<file path="config.mk">
export PLATFORM = sky130hd
export DESIGN_NAME = wbc_rr_intercon
export DESIGN_NICKNAME = d
export VERILOG_FILES = /design/src/rtl/wbc_rr_intercon.sv
export SDC_FILE = /design/constraint.sdc
export NUM_CORES = 1
export LEC_CHECK = 0
export BUFFER_PORTS_ARGS = -buffer_cell sky130_fd_sc_hd__buf_2
export CAP_MARGIN = 0
export CORE_AREA = 2 2 223 225
export CTS_BUF_LIST = sky130_fd_sc_hd__clkbuf_8
export DETAILED_ROUTE_END_ITERATION = 6
export DIE_AREA = 0 0 225 227
export PLACE_DENSITY = 0.3
export REMOVE_ABC_BUFFERS = 1
export SYNTH_ARGS = -nofsm -noshare
export SYNTH_HDL_FRONTEND = slang
export SYNTH_SLANG_ARGS = --single-unit
</file>
<file path="constraint.sdc">
create_clock -name clk_i -period 3.1 [get_ports clk_i]
set_input_delay 0.155 -clock clk_i [delete_from_list [all_inputs] [get_ports clk_i]]
set_output_delay 0.155 -clock clk_i [all_outputs]
set_load 0.01 [all_outputs]
</file>
<file path="src/rtl/wbc_rr_intercon.sv">
// Shared WISHBONE interconnect: NUM_M masters share one bus to NUM_S slaves with a round-robin owner and base/mask decode.
// Latency: grant is registered one cycle after cyc. Request and response paths are combinational. Internal err pulses are registered one cycle.
// Backpressure: non-owners wait with cyc held. The owner keeps the bus until it drops cyc, and each handover costs one dead cycle.
//
// Ports:
//   clk_i, rst_n_i                      bus clock, asynchronous active-low reset
//   m_cyc_i/m_stb_i/m_we_i              per-master strobes
//   m_adr_i/m_dat_i/m_sel_i             packed per-master address / write data / byte selects
//   m_ack_o/m_err_o/m_rty_o             per-master responses (only the owner ever sees them)
//   m_dat_o                             read data, broadcast to all masters
//   s_cyc_o/s_stb_o/s_we_o              per-slave strobes (owner strobes gated by decode hit)
//   s_adr_o/s_dat_o/s_sel_o             owner offset (address AND hit slave mask), write data, selects
//   s_ack_i/s_err_i/s_rty_i/s_dat_i     per-slave responses and packed read data
//   gnt_o                               one-hot current owner, all-zero when idle
//   debug_o                             registered snapshot when WBC_RR_INTERCON_DEBUG_EN is defined, else 0
module wbc_rr_intercon #(
    parameter  int                     NUM_M   = 4,
    parameter  int                     NUM_S   = 4,
    parameter  int                     ADR_W   = 20,
    parameter  int                     DAT_W   = 32,
    parameter  logic [NUM_S*ADR_W-1:0] S_BASE  = '0,
    parameter  logic [NUM_S*ADR_W-1:0] S_MASK  = '0,
    parameter  int                     TIMEOUT = 255,
    localparam int                     SEL_W   = DAT_W / 8
) (
    input  logic                     clk_i,
    input  logic                     rst_n_i,
    input  logic [NUM_M-1:0]         m_cyc_i,
    input  logic [NUM_M-1:0]         m_stb_i,
    input  logic [NUM_M-1:0]         m_we_i,
    input  logic [NUM_M*ADR_W-1:0]   m_adr_i,
    input  logic [NUM_M*DAT_W-1:0]   m_dat_i,
    input  logic [NUM_M*SEL_W-1:0]   m_sel_i,
    output logic [NUM_M-1:0]         m_ack_o,
    output logic [NUM_M-1:0]         m_err_o,
    output logic [NUM_M-1:0]         m_rty_o,
    output logic [DAT_W-1:0]         m_dat_o,
    output logic [NUM_S-1:0]         s_cyc_o,
    output logic [NUM_S-1:0]         s_stb_o,
    output logic [NUM_S-1:0]         s_we_o,
    output logic [ADR_W-1:0]         s_adr_o,
    output logic [DAT_W-1:0]         s_dat_o,
    output logic [SEL_W-1:0]         s_sel_o,
    input  logic [NUM_S-1:0]         s_ack_i,
    input  logic [NUM_S-1:0]         s_err_i,
    input  logic [NUM_S-1:0]         s_rty_i,
    input  logic [NUM_S*DAT_W-1:0]   s_dat_i,
    output logic [NUM_M-1:0]         gnt_o,
    output logic [79:0]              debug_o
);

    localparam int          MI_W    = $clog2(NUM_M);
    localparam logic [15:0] TO_LAST = 16'(TIMEOUT - 1);

    typedef enum logic {IDLE, OWN} state_t;

    state_t             state_q;
    logic [NUM_M-1:0]   gnt_q;
    logic [MI_W-1:0]    last_q;
    logic [MI_W-1:0]    pick_idx;
    logic [MI_W-1:0]    cand;
    logic               pick_vld;

    logic               own_vld, own_cyc, own_stb, own_we;
    logic [ADR_W-1:0]   own_adr;
    logic [DAT_W-1:0]   own_dat;
    logic [SEL_W-1:0]   own_sel;

    logic [NUM_S-1:0]   hit_oh;
    logic               hit_any;
    logic [ADR_W-1:0]   hit_mask;

    logic               sl_ack, sl_err, sl_rty, sl_resp;
    logic [DAT_W-1:0]   sl_dat;

    logic               dec_err_q, to_err_q, int_err;
    logic [15:0]        to_cnt_q;

    // Round-robin search starting just after the last owner. The loop runs
    // from the farthest offset down so the nearest requester is assigned last.
    always_comb begin
        pick_vld = 1'b0;
        pick_idx = '0;
        cand     = '0;
        for (int off = NUM_M; off >= 1; off--) begin
            cand = MI_W'((int'(last_q) + off) % NUM_M);
            if (m_cyc_i[cand]) begin
                pick_vld = 1'b1;
                pick_idx = cand;
            end
        end
    end

    // Arbiter: the grant is registered and held for the owner's whole cycle.
    // Releasing always passes through IDLE, so every handover has one dead cycle.
    always_ff @(posedge clk_i or negedge rst_n_i) begin
        if (!rst_n_i) begin
            state_q <= IDLE;
            gnt_q   <= '0;
            last_q  <= MI_W'(NUM_M - 1);
        end else begin
            case (state_q)
                IDLE: begin
                    if (pick_vld) begin
                        state_q <= OWN;
                        gnt_q   <= NUM_M'(1) << pick_idx;
                        last_q  <= pick_idx;
                    end
                end
                OWN: begin
                    if (!own_cyc) begin
                        state_q <= IDLE;
                        gnt_q   <= '0;
                    end
                end
                default: begin
                    state_q <= IDLE;
                    gnt_q   <= '0;
                end
            endcase
        end
    end

    // Owner request mux. Every field is zero while nobody holds the grant.
    always_comb begin
        own_cyc = 1'b0;
        own_stb = 1'b0;
        own_we  = 1'b0;
        own_adr = '0;
        own_dat = '0;
        own_sel = '0;
        for (int i = 0; i < NUM_M; i++) begin
            if (gnt_q[i]) begin
                own_cyc = m_cyc_i[i];
                own_stb = m_cyc_i[i] & m_stb_i[i];
                own_we  = m_cyc_i[i] & m_we_i[i];
                own_adr = m_adr_i[i*ADR_W +: ADR_W];
                own_dat = m_dat_i[i*DAT_W +: DAT_W];
                own_sel = m_sel_i[i*SEL_W +: SEL_W];
            end
        end
    end

    assign own_vld = |gnt_q;

    // Decode. The loop runs from the highest slave index down, so the lowest
    // matching slave is written last and wins when regions overlap.
    always_comb begin
        hit_oh   = '0;
        hit_mask = '0;
        for (int k = NUM_S - 1; k >= 0; k--) begin
            if ((own_adr & ~S_MASK[k*ADR_W +: ADR_W]) == S_BASE[k*ADR_W +: ADR_W]) begin
                hit_oh    = '0;
                hit_oh[k] = 1'b1;
                hit_mask  = S_MASK[k*ADR_W +: ADR_W];
            end
        end
    end

    assign hit_any = |hit_oh;

    // Response mux from the hit slave.
    always_comb begin
        sl_ack = 1'b0;
        sl_err = 1'b0;
        sl_rty = 1'b0;
        sl_dat = '0;
        for (int k = 0; k < NUM_S; k++) begin
            if (own_vld && hit_oh[k]) begin
                sl_ack = s_ack_i[k];
                sl_err = s_err_i[k];
                sl_rty = s_rty_i[k];
                sl_dat = s_dat_i[k*DAT_W +: DAT_W];
            end
        end
    end

    assign sl_resp = sl_ack | sl_err | sl_rty;

    // Unmapped strobe: err during the following cycle only. If the master
    // still holds stb, the self-clear makes sure the pulse is a single cycle.
    // Hung slave: count stalled strobe cycles to the hit slave. Counting only
    // on a hit keeps unmapped accesses on the decode-err path alone. A grant
    // change always goes through IDLE, where stb is low, so that clears the
    // counter as well.
    always_ff @(posedge clk_i or negedge rst_n_i) begin
        if (!rst_n_i) begin
            dec_err_q <= 1'b0;
            to_err_q  <= 1'b0;
            to_cnt_q  <= '0;
        end else begin
            dec_err_q <= own_stb & ~hit_any & ~dec_err_q;
            if (!own_stb || !hit_any || sl_resp) begin
                to_cnt_q <= '0;
                to_err_q <= 1'b0;
            end else if (to_cnt_q == TO_LAST) begin
                to_cnt_q <= '0;
                to_err_q <= 1'b1;
            end else begin
                to_cnt_q <= to_cnt_q + 16'd1;
                to_err_q <= 1'b0;
            end
        end
    end

    // If a real slave response lands in the same cycle, it takes precedence
    // over an internally generated err.
    assign int_err = (dec_err_q | to_err_q) & ~sl_resp;

    assign s_cyc_o = hit_oh & {NUM_S{own_cyc}};
    assign s_stb_o = hit_oh & {NUM_S{own_stb}};
    assign s_we_o  = hit_oh & {NUM_S{own_we}};
    assign s_adr_o = own_adr & hit_mask;
    assign s_dat_o = own_dat;
    assign s_sel_o = own_sel;

    assign m_ack_o = gnt_q & {NUM_M{sl_ack}};
    assign m_err_o = gnt_q & {NUM_M{sl_err | int_err}};
    assign m_rty_o = gnt_q & {NUM_M{sl_rty}};
    assign m_dat_o = sl_dat;
    assign gnt_o   = gnt_q;

`ifdef WBC_RR_INTERCON_DEBUG_EN
    logic [79:0]      debug_q;
    logic [DAT_W-1:0] dbg_dat;

    assign dbg_dat = own_we ? own_dat : m_dat_o;

    always_ff @(posedge clk_i or negedge rst_n_i) begin
        if (!rst_n_i) begin
            debug_q <= '0;
        end else begin
            debug_q <= {8'h00, dec_err_q, to_err_q, 8'(gnt_q),
                        |m_rty_o, |m_err_o, |m_ack_o, own_we, own_stb, own_cyc,
                        4'(own_sel), 20'(own_adr), 32'(dbg_dat)};
        end
    end

    assign debug_o = debug_q;
`else
    assign debug_o = 80'h0;
`endif

endmodule
</file>
==> results.md <==
* Internal power at 1.32 mW
* Ranking of synthesized cells by area: buf_4 (21%), dfrtp_1 (15%), nor2_1 (7.0%)
* Initial antenna violation count at 0
* Worst skew pair latency at 0.29 ns
* Vias at 4847
* Max Cap Viol at 0
* Worst VDD drop at 225 µV
* DRC Markers at 0
* Reg2Reg Depth at 7
* CTS hold repair buffers at 1
* CP cell instances: or4_1 > nor3_1 > nand2b_1 > a311oi_4 > nand2_2 > a21boi_0 > buf_2
* Share of the synthesized area in the top cell type at 21.3%
* CP top delay family: simple AND/OR/NAND/NOR gates
* Sequential element share of the synthesized area at 16.3%
* Synth cell types at 51
* Max H-tree Level at 1
* Switching share of total power at 55.7%
* CTS Buffer Depth at 2
* Wirelength per Cell at 13.1 µm
* DR vias/cell at 3.16
* Power Density at 491 nW/µm²
* First-pass GRT wire length at 26000 µm
* Antenna Violating Nets Remaining at 0
* Final Cell Area at 6050 µm²
* Area grow syn2layout at 57.3%
* Endpoint, Worst Hold: gnt_o[0]
* Global Route Usage Sum at 6.82%
* Final Slew Violations at 0
* FF+latch count, synth at 25
* Total die area at 51100 µm²
* Worst hold path depth at 3
* Mapped Area at 3850 µm²
* Final setup fails at 0
* Psw at 1.66 mW
* Commonest cells post-synth: buf_4 (109), nor2_1 (72), nand2_1 (51)
* Min Tclk post-route at 2.88 ns
* Warnings from Yosys at 0
* GPL Wtd Cong at 0.711
* WP data required at 2.94 ns
* Mean Syn Cell Area at 6.80 µm²
* Post-synth EDFFs at 0
* HPWL Detailed at 16600 µm
* Share of post-route cells with drive strength above 1 at 43.6%
* Setup slack, reg-to-reg at 0.57 ns
* Die Ht at 227 µm
* Crit path buffers/inverters at 1
* Pwr Total at 2.98 mW
* CP Class: reg -> out
* Placed cell areas at 6000 µm²
* CTS Sinks at 25
* RSZ-0062 raised after global routing: false
* Setup Fix Bufs, Post-CTS at 0
* Worst setup EP type: output pin
* Number of iterations in the first detailed-routing pass at 4
* Layout net count at 1293
* Boundary Pins at 574
* Slew @ Worst Pin at 0.846 ns
* Crit. Startpoint: gnt_o[2]
* Vias in the first global route at 4171
* Row count at 81
* I/O Buffers at 359
* CTS tree: done
* Starting Density at 7.93%
* Area of the multi-input gates at 2650 µm²
* CTS buffer count at 3
* Core Util, Final at 12.5%
* Filler cells at 5675
* Post_cts resized at 0
* Delay of the slowest critical-path stage at 0.51 ns
* Clock power share at 7.2%
* Register area at 632 µm²
* Total gr overflow at 0
* R2R Path Start: gnt_o[2]
* Outcome: finished clean
* Sequential share of power at 16.1%
* Area of the core at 48500 µm²
* Largest net degree at the start of global routing at 76
* Count leader, synth: buf_4
* Slowest CP cell: or4_1
* Comb pwr share at 76.7%
* Critical path arrival at 2.73 ns
* Worst slew margin at 43.6%
* Hold Startpoint: m_cyc_i[2]
* Chip width at 225 µm
* DR iter-0 viols at 181
* Worst Hold Class: in -> reg
* Worst-path maximum fanout at 4
* Top FF cell, synth: dfrtp_1
* Final WL at 20100 µm
* Synth Instances at 566
* Lkg Pwr at 3.03 nW
* Reg-to-reg endpoint: to_cnt_q[5]
* Synth area leader: buf_4
* Peak Freq at 0.347 GHz
* Fin Clk Skew at 0.0155 ns
* Clk root buf: clkbuf_8
* Diode count at 0
* Final Cycle Share at 92.9%
* Worst path depth at 7
* Ys async rst share at 100%
* Clk slew on worst S/H paths at 0.09 ns
* Final Hold Fails at 0
* Startpoint type of the worst setup path: flip-flop
cells in the final DEF (no fill, tap or decap), types with 6 or more instances in the layout:
master       n
buf_2      359
conb_1     109
nor2_1      72
nand2_1     51
a21oi_1     47
o21ai_0     42
a22oi_1     35
and2_1      30
dfrtp_1     20
buf_4       16
nor4_1      15
nand3_1     11
nand4_1      9
and3_1       9
xor2_1       8
xnor2_1      6
o2bb2ai_1    6
registers in the layout, summed over array words and instances (netlist names):
register   flops
gnt_o          4
state_q        1
dec_err_q      1
last_q         2
to_cnt_q      16
to_err_q       1
worst reg2reg max path: stages, from the launching register on:
cell,delay [ns]
dfrtp_2,0.47
buf_4,0.67
nor2_1,0.14
a21oi_1,0.60
nor2b_1,0.11
o21ai_1,0.11
buf_4,0.24
nor2_1,0.08
worst max-delay path by stage:
| stage | slack (ns) | endpoint |
|---|---|---|
| floorplan | -0.30 | m_err_o[1] |
| global placement | 0.40 | m_err_o[1] |
| detailed placement | 0.41 | m_err_o[1] |
| CTS | 0.06 | m_err_o[1] |
| global route | 0.01 | m_err_o[2] |
| finish | 0.22 | m_err_o[1] |
cells by family (layout without fill, tap and decap cells):
family / Yosys count / after routing / share of synthesized area, %
simple gates: 230 / 230 / 30.3
buf+inv: 146 / 384 / 25.5
compound gates: 145 / 145 / 23.1
flops: 25 / 25 / 16.3
xor+xnor: 14 / 14 / 3.19
mux: 3 / 3 / 0.813
fa+ha+maj: 2 / 2 / 0.650
other cells: 1 / 109 / 0.0974
power groups by stage:
stage,logic (mW),registers [mW],clock network (mW)
2_1_floorplan,1.02,0.633,0
3_3_place_gp,2.33,0.490,0
3_5_place_dp,2.32,0.493,0
4_1_cts,2.33,0.488,0.226
5_1_grt,2.55,0.495,0.243
6_report,2.28,0.480,0.213
routing by layer:
metal | up-vias | share of wire (%) | track usage (%)
li1 | 2441 | - | -
met3 | 4 | 6.0 | 0.968
met2 | 225 | 50 | 11.9
met4 | 0 | 0.42 | 0.833
met5 | - | 0 | 0
met1 | 2177 | 44 | 9.11
metrics by stage:
stage | TNS [ns] | instances | setup WS (ns) | hold WS [ns]
after CTS | 0 | 1534 | 0.0649 | 0.328
after global placement | 0 | 1529 | 0.397 | 0.227
final | 0 | 1534 | 0.219 | 0.349
after floorplan | -4.56 | 532 | -0.296 | -0.141
after global routing | 0 | 1534 | 0.0147 | 0.374
after detailed placement | 0 | 1529 | 0.414 | 0.221
final cells by class:
type / count / share of cell area, %
Multi-Input combinational cell: 503 / 43.8
Timing Repair Buffer: 376 / 31.8
Tap cell: 622 / 12.9
Sequential cell: 25 / 10.4
Clock buffer: 3 / 0.682
Inverter: 4 / 0.248
Clock inverter: 1 / 0.124
Note: power is estimated with default switching activity, not from simulation.
